File: src/rtl/sample_mem_server.sv
// sample_mem_server: single-line read cache that serves 16-bit sample words
// from 64-bit DDRAM words.
// Ports:
//   CLK, RESET          - system clock, async active-high reset
//   s_addr, s_read      - sample byte address and one-cycle read strobe
//   s_data, s_ready     - returned sample word and one-cycle valid pulse
//   flush               - invalidates the line buffer
//   ddr_addr, ddr_rd    - DDRAM 64-bit word address and held read request
//   ddr_busy            - DDRAM cannot accept a request this cycle
//   ddr_dout, ddr_dout_ready - DDRAM read data and its valid strobe
module sample_mem_server #(
  parameter logic [28:0] BASE_ADDR = 29'h0300000
) (
  input  logic        CLK,
  input  logic        RESET,
  input  logic [23:0] s_addr,
  input  logic        s_read,
  output logic [15:0] s_data,
  output logic        s_ready,
  input  logic        flush,
  output logic [28:0] ddr_addr,
  output logic        ddr_rd,
  input  logic        ddr_busy,
  input  logic [63:0] ddr_dout,
  input  logic        ddr_dout_ready
);

  localparam int unsigned HW_W   = 23;  // halfword address s_addr[23:1]
  localparam int unsigned TAG_W  = 21;  // line tag s_addr[23:3]
  localparam int unsigned LINE_W = 64;
  localparam int unsigned DDR_W  = 29;

  typedef enum logic [1:0] {IDLE, ISSUE, WAIT} state_t;

  state_t              state_q, state_d;
  logic [LINE_W-1:0]   line_data_q, line_data_d;
  logic [TAG_W-1:0]    line_tag_q, line_tag_d;
  logic                valid_q, valid_d;
  logic [HW_W-1:0]     addr_q, addr_d;
  logic                pend_valid_q, pend_valid_d;
  logic [HW_W-1:0]     pend_addr_q, pend_addr_d;
  logic                flushed_q, flushed_d;
  logic [15:0]         s_data_q, s_data_d;
  logic                s_ready_q, s_ready_d;
  logic                ddr_rd_q, ddr_rd_d;
  logic [DDR_W-1:0]    ddr_addr_q, ddr_addr_d;

  logic [HW_W-1:0]     req_addr;
  logic                hit;
  logic                unused_addr_lsb;

  assign unused_addr_lsb = s_addr[0];

  // Select one 16-bit lane of a 64-bit word.
  function automatic logic [15:0] lane_sel(input logic [63:0] w, input logic [1:0] sel);
    logic [15:0] r;
    case (sel)
      2'd0:    r = w[15:0];
      2'd1:    r = w[31:16];
      2'd2:    r = w[47:32];
      default: r = w[63:48];
    endcase
    return r;
  endfunction

  // Next-state and output logic.
  always_comb begin
    state_d      = state_q;
    line_data_d  = line_data_q;
    line_tag_d   = line_tag_q;
    valid_d      = valid_q;
    addr_d       = addr_q;
    pend_valid_d = pend_valid_q;
    pend_addr_d  = pend_addr_q;
    flushed_d    = flushed_q | flush;
    s_data_d     = s_data_q;
    s_ready_d    = 1'b0;
    ddr_rd_d     = ddr_rd_q;
    ddr_addr_d   = ddr_addr_q;
    req_addr     = s_addr[23:1];
    hit          = 1'b0;

    if (flush) valid_d = 1'b0;

    // Requests that cannot be serviced now are parked; a newer one replaces an older one.
    // IDLE also parks while s_ready is high so pulses can never be back to back.
    if (s_read && (state_q != IDLE || s_ready_q)) begin
      pend_valid_d = 1'b1;
      pend_addr_d  = s_addr[23:1];
    end

    case (state_q)
      IDLE: begin
        if (!s_ready_q && (s_read || pend_valid_q)) begin
          req_addr     = s_read ? s_addr[23:1] : pend_addr_q;
          pend_valid_d = 1'b0;
          // A flush in the same cycle forces the miss path.
          hit = valid_q && !flush && (line_tag_q == req_addr[HW_W-1:2]);
          if (hit) begin
            s_data_d  = lane_sel(line_data_q, req_addr[1:0]);
            s_ready_d = 1'b1;
          end else begin
            addr_d     = req_addr;
            ddr_addr_d = BASE_ADDR + DDR_W'(req_addr[HW_W-1:2]);
            ddr_rd_d   = 1'b1;
            flushed_d  = flush;
            state_d    = ISSUE;
          end
        end
      end
      ISSUE: begin
        if (!ddr_busy) begin
          ddr_rd_d = 1'b0;
          state_d  = WAIT;
        end
      end
      WAIT: begin
        if (ddr_dout_ready) begin
          line_data_d = ddr_dout;
          line_tag_d  = addr_q[HW_W-1:2];
          valid_d     = !(flushed_q || flush);
          s_data_d    = lane_sel(ddr_dout, addr_q[1:0]);
          s_ready_d   = 1'b1;
          state_d     = IDLE;
        end
      end
      default: state_d = IDLE;
    endcase
  end

  // State and datapath registers.
  always_ff @(posedge CLK or posedge RESET) begin
    if (RESET) begin
      state_q      <= IDLE;
      line_data_q  <= '0;
      line_tag_q   <= '0;
      valid_q      <= 1'b0;
      addr_q       <= '0;
      pend_valid_q <= 1'b0;
      pend_addr_q  <= '0;
      flushed_q    <= 1'b0;
      s_data_q     <= '0;
      s_ready_q    <= 1'b0;
      ddr_rd_q     <= 1'b0;
      ddr_addr_q   <= '0;
    end else begin
      state_q      <= state_d;
      line_data_q  <= line_data_d;
      line_tag_q   <= line_tag_d;
      valid_q      <= valid_d;
      addr_q       <= addr_d;
      pend_valid_q <= pend_valid_d;
      pend_addr_q  <= pend_addr_d;
      flushed_q    <= flushed_d;
      s_data_q     <= s_data_d;
      s_ready_q    <= s_ready_d;
      ddr_rd_q     <= ddr_rd_d;
      ddr_addr_q   <= ddr_addr_d;
    end
  end

  assign s_data   = s_data_q;
  assign s_ready  = s_ready_q;
  assign ddr_rd   = ddr_rd_q;
  assign ddr_addr = ddr_addr_q;

endmodule
File: config.mk
export PLATFORM = sky130hd
export DESIGN_NAME = sample_mem_server
export DESIGN_NICKNAME = d
export VERILOG_FILES = /design/src/rtl/sample_mem_server.sv
export SDC_FILE = /design/constraint.sdc
export NUM_CORES = 1
export LEC_CHECK = 0
export ABC_AREA = 1
export CORE_MARGIN = 2
export CORE_UTILIZATION = 60
export DETAILED_ROUTE_END_ITERATION = 6
export DONT_BUFFER_PORTS = 1
export HOLD_SLACK_MARGIN = 0.15
export PLACE_DENSITY = 0.76
export SYNTH_ARGS = -nofsm -noshare
export SYNTH_HDL_FRONTEND = slang
export SYNTH_SLANG_ARGS = --single-unit
File: constraint.sdc
create_clock -name CLK -period 5.7 [get_ports CLK]
set_input_delay 0.855 -clock CLK [delete_from_list [all_inputs] [get_ports CLK]]
set_output_delay 0.855 -clock CLK [all_outputs]
set_load 0.05 [all_outputs]
Word-level counts from Yosys, hierarchy flattened
Index checks and enable logic that the tools add are counted.
Widths: inputs -> output; s select.
{"block": "totals", "output_inout_bits": 47, "in_bits": 94, "word_cells": 77, "reg_bits": 183}
{"block": "classes", "bitwise_logic": 2, "n_eq_ne": 12, "n_reduce_logical": 21, "addsub": 1, "mux": 29}
{"cell": "$pmux 16 s3", "count": 2}
{"cell": "$mux 16", "count": 3}
{"cell": "$pmux 16 s2", "count": 1}
{"cell": "$add 22x21->23 const A", "count": 1}
{"cell": "$mux 23", "count": 1}
{"cell": "$eq 21x21->1", "count": 1}
{"cell": "$mux 1", "count": 15}
{"cell": "$reduce_and 4->1", "count": 3}
{"cell": "$ne 2x2->1 const B", "count": 5}
{"cell": "$mux 2", "count": 4}
{"cell": "$eq 2x1->1 const B", "count": 3}
{"cell": "$eq 2x2->1 const B", "count": 3}
{"cell": "$logic_not 2->1", "count": 3}
{"cell": "$pmux 2 s3", "count": 1}
{"cell": "$reduce_bool 2->1", "count": 3}
{"cell": "$logic_and 1x1->1", "count": 4}
{"cell": "$pmux 1 s2", "count": 2}
{"cell": "$logic_not 1->1", "count": 3}
{"cell": "$logic_or 1x1->1", "count": 3}
{"cell": "$reduce_and 3->1", "count": 1}
{"cell": "$reduce_and 2->1", "count": 1}
{"cell": "$not 1->1", "count": 1}
{"cell": "$or 1x1->1", "count": 1}

Longest topological paths before layout
{"block": "logic_depth", "word_depth": 6, "mapped_depth": 15, "depth_no_buf": 13}

Least setup slack after synthesis
OpenSTA, ideal clock, no wires.
{"block": "synth_timing", "path_kind": "input-to-reg", "startpoint": "input port s_read", "endpoint": "register s_data_q[0], in the netlist s_data[0]", "stages": 14, "path_slack_ps": 3383, "t_arrival_ps": 2198, "required_time_ps": 5581, "setup_ps": 119, "path_cell_list": "inv_2 buf_4 nand2_1 nand3_1 nand2_1 nor2_1 nand2_1 nor2_2 nand3_4 nand2_4 nand2_2 buf_2 nand2_1 nand2_1"}
{"block": "synth_between", "elab_chain_len": 6}
{"item": "start, declared", "line": "17", "rtl": "input logic s_read,"}
{"item": "$mux 23", "line": "95", "rtl": "req_addr = s_read ? s_addr[23:1] : pend_addr_q;"}
{"item": "$eq 2x2->1 (tied with other cells)", "line": "57", "rtl": "case (sel)"}
{"item": "$pmux 16 s3", "line": "57"}
{"item": "$mux 16", "line": "99", "rtl": "if (hit) begin"}
{"item": "$mux 16", "line": "94", "rtl": "if (!s_ready_q && (s_read || pend_valid_q)) begin"}
{"item": "$pmux 16 s2", "line": "92", "rtl": "case (state_q)"}
{"item": "end signal, assigned", "line": "155", "rtl": "s_data_q <= s_data_d;"}
{"item": "end, declared", "line": "43", "rtl": "logic [15:0] s_data_q, s_data_d;"}
Several ways; a longest one is shown, not always the timed one. The select of a mux whose other input is x is not followed.
A chain may end at the register's enable or synchronous reset.

Worst setup path after layout
{"block": "layout_timing", "startpoint": "input port s_read", "endpoint": "register s_data_q[6], in the netlist s_data[6]"}
The elaborated chain is that of the path after synthesis.

==> impl_metrics.tcl <==
set metrics [dict create \
    fin_nets 1037 \
    drv_slew 0 \
    max_freq_ghz 0.337 \
    grt.busiest_layer "met2" \
    num_rows 41 \
    final_util 0.664 \
    reg2reg_slack_ns 2.87 \
    n_antenna_cell 0 \
    grt.overflow.total 0 \
    setup_viol 0 \
    rr_worst_depth 7 \
    placed_cell_area_um2 7730 \
    clock_skew_ns 0.00837 \
    cap_violations 0 \
    syn_inst 986 \
    drc 0 \
    via_per_inst 5.68 \
    root_buffer "clkbuf_16" \
    ys_seq_area_frac 0.495 \
    period_share 0.520 \
    clk_latency_ns 0.43 \
    met2_usage 0.481 \
    clk_pin_slew_ns 0.06 \
    place_hpwl_um 12300 \
    layout_min_cycle_time_ns 2.96 \
    r2r_end "s_data[11]" \
    crit_path_max_fanout 31 \
    run_status "complete, no violations" \
    grt_max_degree 95 \
    cts_tree "done" \
    hold_violations 0 \
    area_growth_syn_to_layout_pct 7.39 \
    worstPathRequired_ns 6.07 \
    reg2reg_from "state_q[0]" \
    ctsHoldBuffers 0 \
    synth_area_leaders "dfrtp_1 (50%), nand2_1 (16%), o21ai_0 (5.2%)" \
    cts.sinks 155 \
    worst_path_max_delay_cell "nor2_1" \
    cp_top_family "simple AND/OR/NAND/NOR gates" \
    cts_resized 0 \
    async_reset_ff_frac 1.00 \
    yosysWarnings 0 \
    cts_buffer_depth 2 \
    grt_pass1_vias 6057 \
    tightest_slew_ns 1.10 \
    worst-path-buf-inv 2 \
    initialDrtViolationCount 519 \
    dr.pass1.iters 5 \
    synth-edff-count 0 \
    leakagePower_nw 4.39 \
    synthDistinctLibCells 27 \
    maxSlewHeadroom 0.259 \
    final_common_cell "nand2_1" \
    holdCritPathClass "in2async" \
    syn_avg_cell_area_um2 7.95 \
    ant_nets 0 \
    cts_setup_buffers 0 \
    syn_area_um2 7840 \
    core_area_um2 12700 \
    wire_per_inst_um 17.1 \
    place_congestion 0.870 \
    via_count 6410 \
    die_w_um 118 \
    peakVddDrop_v 0.000337 \
    die_h_um 118 \
    grt_pass1_wl_um 30700 \
    io_buffer_count 0 \
    htreeDepth 4 \
    crit_path_end_kind "flop" \
    cts_made_buffers 17 \
    drive_gt1_frac 0.0910 \
    crit_type "in2reg" \
    stdcell_area_um2 8410 \
    tns_ns 0 \
    synth_top_cell_by_area "dfrtp_1" \
    antenna_found_initial 0 \
    crit_chain "inv_2, nand2_1, nand2_2, inv_1, nor2_1, nand2_1, nand3_1, o22ai_1, nand3b_1, nand2_1" \
    powerDensity_nw_per_um2 636 \
    met1_usage 0.334 \
    worstSetupStartpointType "input port" \
    synth-main-ff-cell "dfrtp_1" \
    rsz0062_at_grt "false" \
    io_pins 141 \
    grt_use_met3 0.0705 \
    synth_top_area_frac 0.495 \
    initial_core_util 0.618 \
    slowest_delay_ns 0.84 \
    synth_seq_cells 155 \
    crit_top_cell "nand2_1" \
    globalRouteTotalUtil 0.281 \
    worst_hold_slack_ns 0.440 \
    routed_wl_um 19300 \
    dieArea_um2 14000 \
    cp.arrival_ns 3.33 \
    fillers 1077 \
    layout_common_cells "nand2_1 (339), dfrtp_1 (155), inv_1 (99), o21ai_0 (81), nand3_1 (52)" \
]
==> final cells by class <==
type	count	area, um^2	area share
inverter	101	384	0.0457
clock inverter	12	216	0.0257
timing repair buffer	8	60.1	0.00714
clock buffer	20	467	0.0555
multi-input combinational	660	3190	0.379
tap	172	215	0.0256
sequential	155	3880	0.461
==> layer usage <==
metal / vias to the layer above / wire [um]
li1: 3077 / -
met1: 3071 / 7750
met2: 226 / 9550
met3: 36 / 1390
met4: 0 / 590
met5: - / 0
==> sequential cells by signal, indices dropped and copies added (netlist names) <==
signal and cells:
flushed_q 1, pend_valid_q 1, line_tag_q 21, valid_q 1
state_q 2, s_ready 1, s_data 16, line_data_q 64
ddr_addr 1, pend_addr_q 23, ddr_rd 1, addr_q 23
==> worst max path at each step <==
stage | slack [ns] | end | startpoint | cells past startpoint
after global placement | 2.39 | s_data[15] | s_read | 11
final | 2.74 | s_data[6] | s_read | 10
after floorplan | 0.67 | addr_q[0] | RESET | 1
after detailed placement | 2.36 | s_data[15] | s_read | 11
after CTS | 2.76 | s_data[6] | s_read | 10
after global routing | 2.48 | s_data[6] | s_read | 10
==> stage by stage <==
step | setup WS, ns | power, mW | std cells
2_1_floorplan | 0.667 | 3.69 | 991
3_3_place_gp | 2.39 | 3.99 | 1096
3_5_place_dp | 2.36 | 4.05 | 1096
4_1_cts | 2.76 | 5.35 | 1128
5_1_grt | 2.48 | 5.67 | 1128
6_report | 2.74 | 5.35 | 1128
==> worst register-to-register path, delay by kind of cell (launching register included) <==
| kind | cells | cell delay (ns) |
|---|---|---|
| AO/OA/AOI/OAI | 1 | 0.80 |
| buffers and inverters | 1 | 0.26 |
| AND/OR/NAND/NOR | 5 | 1.22 |
| flip-flops | 1 | 0.41 |
==> report_power, final <==
| group | leakage [nW] | internal [mW] | switching, mW |
|---|---|---|---|
| Sequential | 1.91 | 1.61 | 0.756 |
| Clock | 0.336 | 0.853 | 0.450 |
| Combinational | 2.15 | 0.601 | 1.08 |
| Total | 4.39 | 3.06 | 2.29 |
==> cell usage after synthesis, drive strengths merged (12+ instances only) <==
cell	instances
a21oi	27
buf	44
clkbuf	31
dfrtp	155
inv	101
mux2	34
nand2	343
nand3	54
nand4	30
nor2	47
o21ai	84
o22ai	12
==> cells by family (layout without fill, tap and decap cells) <==
family                 after synthesis  after routing  synth area share
AND/OR/NAND/NOR                    481            481             0.257
buffers and inverters              176            141             0.101
flip-flops                         155            155             0.495
AO/OA/AOI/OAI                      139            139            0.0974
multiplexers                        34             34            0.0489
other                                1              6          0.000479
No activity file was read; power rests on OpenSTA's default activity.
